File: config.mk
export PLATFORM = sky130hd
export DESIGN_NAME = ladybird_bus_arbiter
export DESIGN_NICKNAME = d
export VERILOG_FILES = /design/src/rtl/ladybird_bus_arbiter.sv
export SDC_FILE = /design/constraint.sdc
export NUM_CORES = 1
export LEC_CHECK = 0
export CAP_MARGIN = 40
export CORE_AREA = 3 3 122 124
export CTS_BUF_LIST = sky130_fd_sc_hd__clkbuf_4 sky130_fd_sc_hd__clkbuf_8
export DETAILED_ROUTE_END_ITERATION = 8
export DIE_AREA = 0 0 125 127
export PLACE_DENSITY = 0.66
export SLEW_MARGIN = 20
export SYNTH_ARGS = -nofsm -noshare
export SYNTH_HDL_FRONTEND = slang
export SYNTH_SLANG_ARGS = --single-unit
File: constraint.sdc
create_clock -name clk -period 2.3 [get_ports clk]
set_input_delay 0.69 -clock clk [delete_from_list [all_inputs] [get_ports clk]]
set_output_delay 0.69 -clock clk [all_outputs]
set_load 0.05 [all_outputs]
File: src/rtl/ladybird_bus_arbiter.sv
// rtl/ladybird_bus_arbiter.sv - D_BUS/I_BUS arbiter onto one downstream port with in-order response routing.
// Define LADYBIRD_ARB_DBUS_PRIORITY_EN for fixed D_BUS priority instead of round-robin.
module ladybird_bus_arbiter #(
  parameter int XLEN            = 32,
  parameter int MAX_OUTSTANDING = 2
) (
  input  logic                clk,
  input  logic                rst,
  input  logic                d_req_valid,
  output logic                d_req_ready,
  input  logic [XLEN-1:0]     d_req_addr,
  input  logic [XLEN-1:0]     d_req_wdata,
  input  logic [XLEN/8-1:0]   d_req_wstrb,
  input  logic                i_req_valid,
  output logic                i_req_ready,
  input  logic [XLEN-1:0]     i_req_addr,
  input  logic [XLEN-1:0]     i_req_wdata,
  input  logic [XLEN/8-1:0]   i_req_wstrb,
  output logic                d_resp_valid,
  output logic [XLEN-1:0]     d_resp_data,
  output logic                i_resp_valid,
  output logic [XLEN-1:0]     i_resp_data,
  output logic                m_req_valid,
  input  logic                m_req_ready,
  output logic [XLEN-1:0]     m_req_addr,
  output logic [XLEN-1:0]     m_req_wdata,
  output logic [XLEN/8-1:0]   m_req_wstrb,
  input  logic                m_resp_valid,
  input  logic [XLEN-1:0]     m_resp_data,
  output logic                err
);

  localparam int   PW   = (MAX_OUTSTANDING > 1) ? $clog2(MAX_OUTSTANDING) : 1;
  localparam int   CW   = $clog2(MAX_OUTSTANDING) + 1;
  localparam logic ID_D = 1'b0;
  localparam logic ID_I = 1'b1;

  logic [MAX_OUTSTANDING-1:0] r_fifo;
  logic [PW-1:0]              r_wr_ptr;
  logic [PW-1:0]              r_rd_ptr;
  logic [CW-1:0]              r_count;
  logic                       r_lock;
  logic                       r_lock_id;
`ifndef LADYBIRD_ARB_DBUS_PRIORITY_EN
  logic                       r_last_grant;
`endif
  logic                       r_d_resp_valid;
  logic                       r_i_resp_valid;
  logic [XLEN-1:0]            r_d_resp_data;
  logic [XLEN-1:0]            r_i_resp_data;
  logic                       r_err;

  logic w_grant;
  logic w_gnt_valid;
  logic w_full;
  logic w_empty;
  logic w_push;
  logic w_pop;
  logic w_head;

  function automatic logic [PW-1:0] f_next(input logic [PW-1:0] p);
    return (p == PW'(MAX_OUTSTANDING - 1)) ? '0 : p + 1'b1;
  endfunction

  assign w_full  = (r_count == CW'(MAX_OUTSTANDING));
  assign w_empty = (r_count == '0);
  assign w_head  = r_fifo[r_rd_ptr];

  // A stalled request keeps its grant so the downstream payload stays stable.
  always_comb begin
    w_grant = ID_D;
    if (r_lock) begin
      w_grant = r_lock_id;
    end else if (d_req_valid && !i_req_valid) begin
      w_grant = ID_D;
    end else if (i_req_valid && !d_req_valid) begin
      w_grant = ID_I;
    end else if (d_req_valid && i_req_valid) begin
`ifdef LADYBIRD_ARB_DBUS_PRIORITY_EN
      w_grant = ID_D;
`else
      w_grant = (r_last_grant == ID_D) ? ID_I : ID_D;
`endif
    end
  end

  assign w_gnt_valid = (w_grant == ID_I) ? i_req_valid : d_req_valid;
  assign m_req_valid = w_gnt_valid && !w_full;
  assign m_req_addr  = !w_gnt_valid ? '0 : (w_grant == ID_I) ? i_req_addr  : d_req_addr;
  assign m_req_wdata = !w_gnt_valid ? '0 : (w_grant == ID_I) ? i_req_wdata : d_req_wdata;
  assign m_req_wstrb = !w_gnt_valid ? '0 : (w_grant == ID_I) ? i_req_wstrb : d_req_wstrb;
  assign d_req_ready = (w_grant == ID_D) && w_gnt_valid && m_req_ready && !w_full;
  assign i_req_ready = (w_grant == ID_I) && w_gnt_valid && m_req_ready && !w_full;

  assign w_push = m_req_valid && m_req_ready;
  assign w_pop  = m_resp_valid && !w_empty;

  always_ff @(posedge clk) begin
    if (rst) begin
      r_wr_ptr       <= '0;
      r_rd_ptr       <= '0;
      r_count        <= '0;
      r_lock         <= 1'b0;
      r_lock_id      <= ID_D;
`ifndef LADYBIRD_ARB_DBUS_PRIORITY_EN
      r_last_grant   <= ID_I;
`endif
      r_d_resp_valid <= 1'b0;
      r_i_resp_valid <= 1'b0;
      r_d_resp_data  <= '0;
      r_i_resp_data  <= '0;
      r_err          <= 1'b0;
    end else begin
      if (w_push) begin
        r_fifo[r_wr_ptr] <= w_grant;
        r_wr_ptr         <= f_next(r_wr_ptr);
`ifndef LADYBIRD_ARB_DBUS_PRIORITY_EN
        r_last_grant     <= w_grant;
`endif
      end
      if (w_pop) begin
        r_rd_ptr <= f_next(r_rd_ptr);
      end
      case ({w_push, w_pop})
        2'b10:   r_count <= r_count + 1'b1;
        2'b01:   r_count <= r_count - 1'b1;
        default: r_count <= r_count;
      endcase

      if (m_req_valid && !m_req_ready) begin
        r_lock    <= 1'b1;
        r_lock_id <= w_grant;
      end else if (w_push) begin
        r_lock    <= 1'b0;
      end

      r_d_resp_valid <= w_pop && (w_head == ID_D);
      r_i_resp_valid <= w_pop && (w_head == ID_I);
      if (w_pop && (w_head == ID_D)) begin
        r_d_resp_data <= m_resp_data;
      end
      if (w_pop && (w_head == ID_I)) begin
        r_i_resp_data <= m_resp_data;
      end

      // A response with nothing outstanding is dropped and flagged until reset.
      if (m_resp_valid && w_empty) begin
        r_err <= 1'b1;
      end
    end
  end

  assign d_resp_valid = r_d_resp_valid;
  assign d_resp_data  = r_d_resp_data;
  assign i_resp_valid = r_i_resp_valid;
  assign i_resp_data  = r_i_resp_data;
  assign err          = r_err;

endmodule

==> results.tsv <==
metric	value	unit
outcome	finished with violations	
violations	negative setup slack	
synth_area	3460	um2
place_inst	900	
synth_top_cells_by_area	dfxtp_1, a22o_1, nand2_1, a21oi_1, edfxtp_1	
slowest_delay	370	ps
grt_first_pass_wirelength	27600	um
crit_path_max_fanout	9	
maxCapViolCount	0	
cts-root-to-sink-buffers	2	
clk_pin_slew_worst_paths	80	ps
critical_path_class	flop to output pin	
post-route-util	0.639	
ys_warn_count	0	
end_kind	output pin	
tightest_slew	553	ps
avgSynthCellArea	8.21	um2
hp-start	d_resp_data[27]	
cp_top_family	compound AO/OA/AOI/OAI gates	
htree_levels	3	
busiest_layer	met2	
cellInternalPower	3.88	mW
routabilityCongestion	0.895	
fin_crit_sh	1.10	
ir_worst_vdd	542	uV
syn-num-nets	596	
die_y	127	um
cp.required	1610	ps
nets	927	
multi_input_area	2300	um2
io_pins	312	
dr.pass1.iters	6	
antenna_found_initial	0	
cts_tree	yes	
synthToLayoutAreaGrowth	156	%
final_common_cell	clkdlybuf4s50_1	
critPathLaunch	r_lock	
critPathSlowestCell	dfxtp_4	
grt_pass1_vias	4670	
crit_arrival	1840	ps
grt_use_met3	0.0527	
die-width	125	um
worstSetupStartpointType	flop	
cts_made_buffers	9	
netlist.area_leader.share	0.428	
core	13900	um2
layout_common_cells	clkdlybuf4s50_1, nand2_1, buf_12	
power_frac_clock	0.156	
rsz0062_at_grt	true	
p_sw_frac	0.403	
switching_power	2.63	mW
leakagePower	3.45	nW
finalNonFillerCells	937	
routed_wl	19000	um
syn_inst	421	
port_buffers	311	
std_cell_rows	43	
rr_startpoint	r_lock	
grt-ovfl-total	0	
clock-sinks	76	
p_total	6.51	mW
start_util	0.249	
wl_per_cell	20.3	um
via_per_inst	4.84	
min_path_type	flop to flop	
p_per_area	734	nW/um2
drtIter0Drc	149	
met1_usage	0.254	
combinationalPowerShare	0.598	
cts_hold_buf	0	
final-seq-area	1550	um2
finalMaxSlewViolations	0	
clock-root-buffer	clkbuf_8	
dpl.hpwl	13700	um
grtUsageTotal	0.221	
vias	4535	
min_period	2530	ps
max_freq	395	MHz
ant_nets	0	
use_met2	0.407	
slew_headroom	0.630	
setup_viol	69	
grt_max_degree	34	
synth_top_area_cell	dfxtp_1	
path_buf_inv	2	
final_layout_size_suffix_gt1_frac	0.293	
synth_seq_area_share	0.446	
synthDistinctLibCells	33	
antennaDiodeCount	0	
finalClockSkew	14.4	ps
clock_latency	340	ps
die_area	15900	um2
ys_seq_elements	76	
fill_cells	1062	
setup_ws	-229	ps
drc	0	
crit_chain	nand2b_4 > o211a_4 > buf_16 > a22o_2 > buf_12	
power_frac_seq	0.246	
final-hold-violation-count	0	
==> metrics by stage <==
stage          TNS, ps  hold slack, ps  setup slack (ps)  cell area [um2]
2_1_floorplan    -2580             460             -85.6             3790
3_3_place_gp    -40190             441              -614             7920
3_5_place_dp    -40220             447              -611             7920
4_1_cts         -15360             457              -256             8700
5_1_grt         -16520             477              -270             8860
6_report        -13160             455              -229             8860
==> cell type report <==
cell class,instances,share of cell area
Clock inverter,5,0.00692
Timing Repair Buffer,354,0.516
Tap cell,180,0.0254
Sequential cell,76,0.175
Clock buffer,11,0.0157
Multi-Input combinational cell,307,0.260
Inverter,4,0.00169
==> Yosys cell counts <==
cell       number
ha_1            1
buf_2          11
a21o_1          1
a211o_1         1
xnor2_1         2
or3_1           1
inv_1           4
xor2_1          2
mux2_2          2
mux2i_1         1
o21ai_0         3
nand2_1       131
buf_4           6
dfxtp_1        74
o211a_1         2
a22o_1         68
o2111ai_1       1
nor3_1          1
and2_1          2
nor3b_1         1
a21oi_1        66
nor2_1         11
o2111ai_2       1
o21ai_1         1
and4_1          1
clkbuf_1       14
nand3b_1        1
buf_6           4
o311a_1         1
nand4_1         1
edfxtp_1        2
a32oi_1         1
nand2b_1        2
==> metal layers <==
| layer | vias up | share of wire |
|---|---|---|
| met5 | - | 0 |
| met4 | 0 | 0.027 |
| met3 | 29 | 0.062 |
| met2 | 179 | 0.53 |
| met1 | 2176 | 0.38 |
| li1 | 2151 | - |
==> repair_timing <==
item                       4_1_cts  5_1_grt
resized for setup               59       18
setup buffers                    7        1
setup endpoints to repair       71       71
cloned                          12        2
pin swaps                       15       16
==> worst min-delay path: cells and delay by family (launching register included) <==
| family | cells | cell delay [ps] |
|---|---|---|
| DFF | 1 | 310 |
| and+or+nand+nor | 1 | 50 |
| AOI/OAI and AO/OA | 1 | 50 |
==> registers in the layout (all words and copies together), names as in the netlist <==
signal / flops
d_resp_data: 32
d_resp_valid: 1
err: 1
i_resp_data: 32
i_resp_valid: 1
r_count: 2
r_fifo: 2
r_last_grant: 1
r_lock: 1
r_lock_id: 1
r_rd_ptr: 1
r_wr_ptr: 1
==> power by group through the flow <==
stage | registers, mW | clock network, mW | logic, mW
2_1_floorplan | 2.07 | 0 | 1.42
3_3_place_gp | 1.62 | 0 | 3.47
4_1_cts | 1.60 | 1.05 | 3.83
6_report | 1.60 | 1.02 | 3.89
3_5_place_dp | 1.63 | 0 | 3.52
5_1_grt | 1.62 | 1.11 | 4.04
==> cells by family after synthesis <==
| kind of cell | synth area share |
|---|---|
| DFF | 0.446 |
| adders and majority gates | 0.00362 |
| xor gates and xnor gates | 0.0101 |
| AOI/OAI and AO/OA | 0.296 |
| and+or+nand+nor | 0.173 |
| buffers and inverters | 0.0615 |
| muxes | 0.00941 |
==> path summary, 6_finish.rpt <==
check                    endpoint  slack (ps)  cells past startpoint
setup / recovery   m_req_wstrb[3]        -230                      5
hold reg to reg   d_resp_data[27]         450                      2
setup reg to reg       r_count[1]         430                      6
hold / removal    d_resp_data[27]         450                      2
Power figures use the tool's default switching activity.
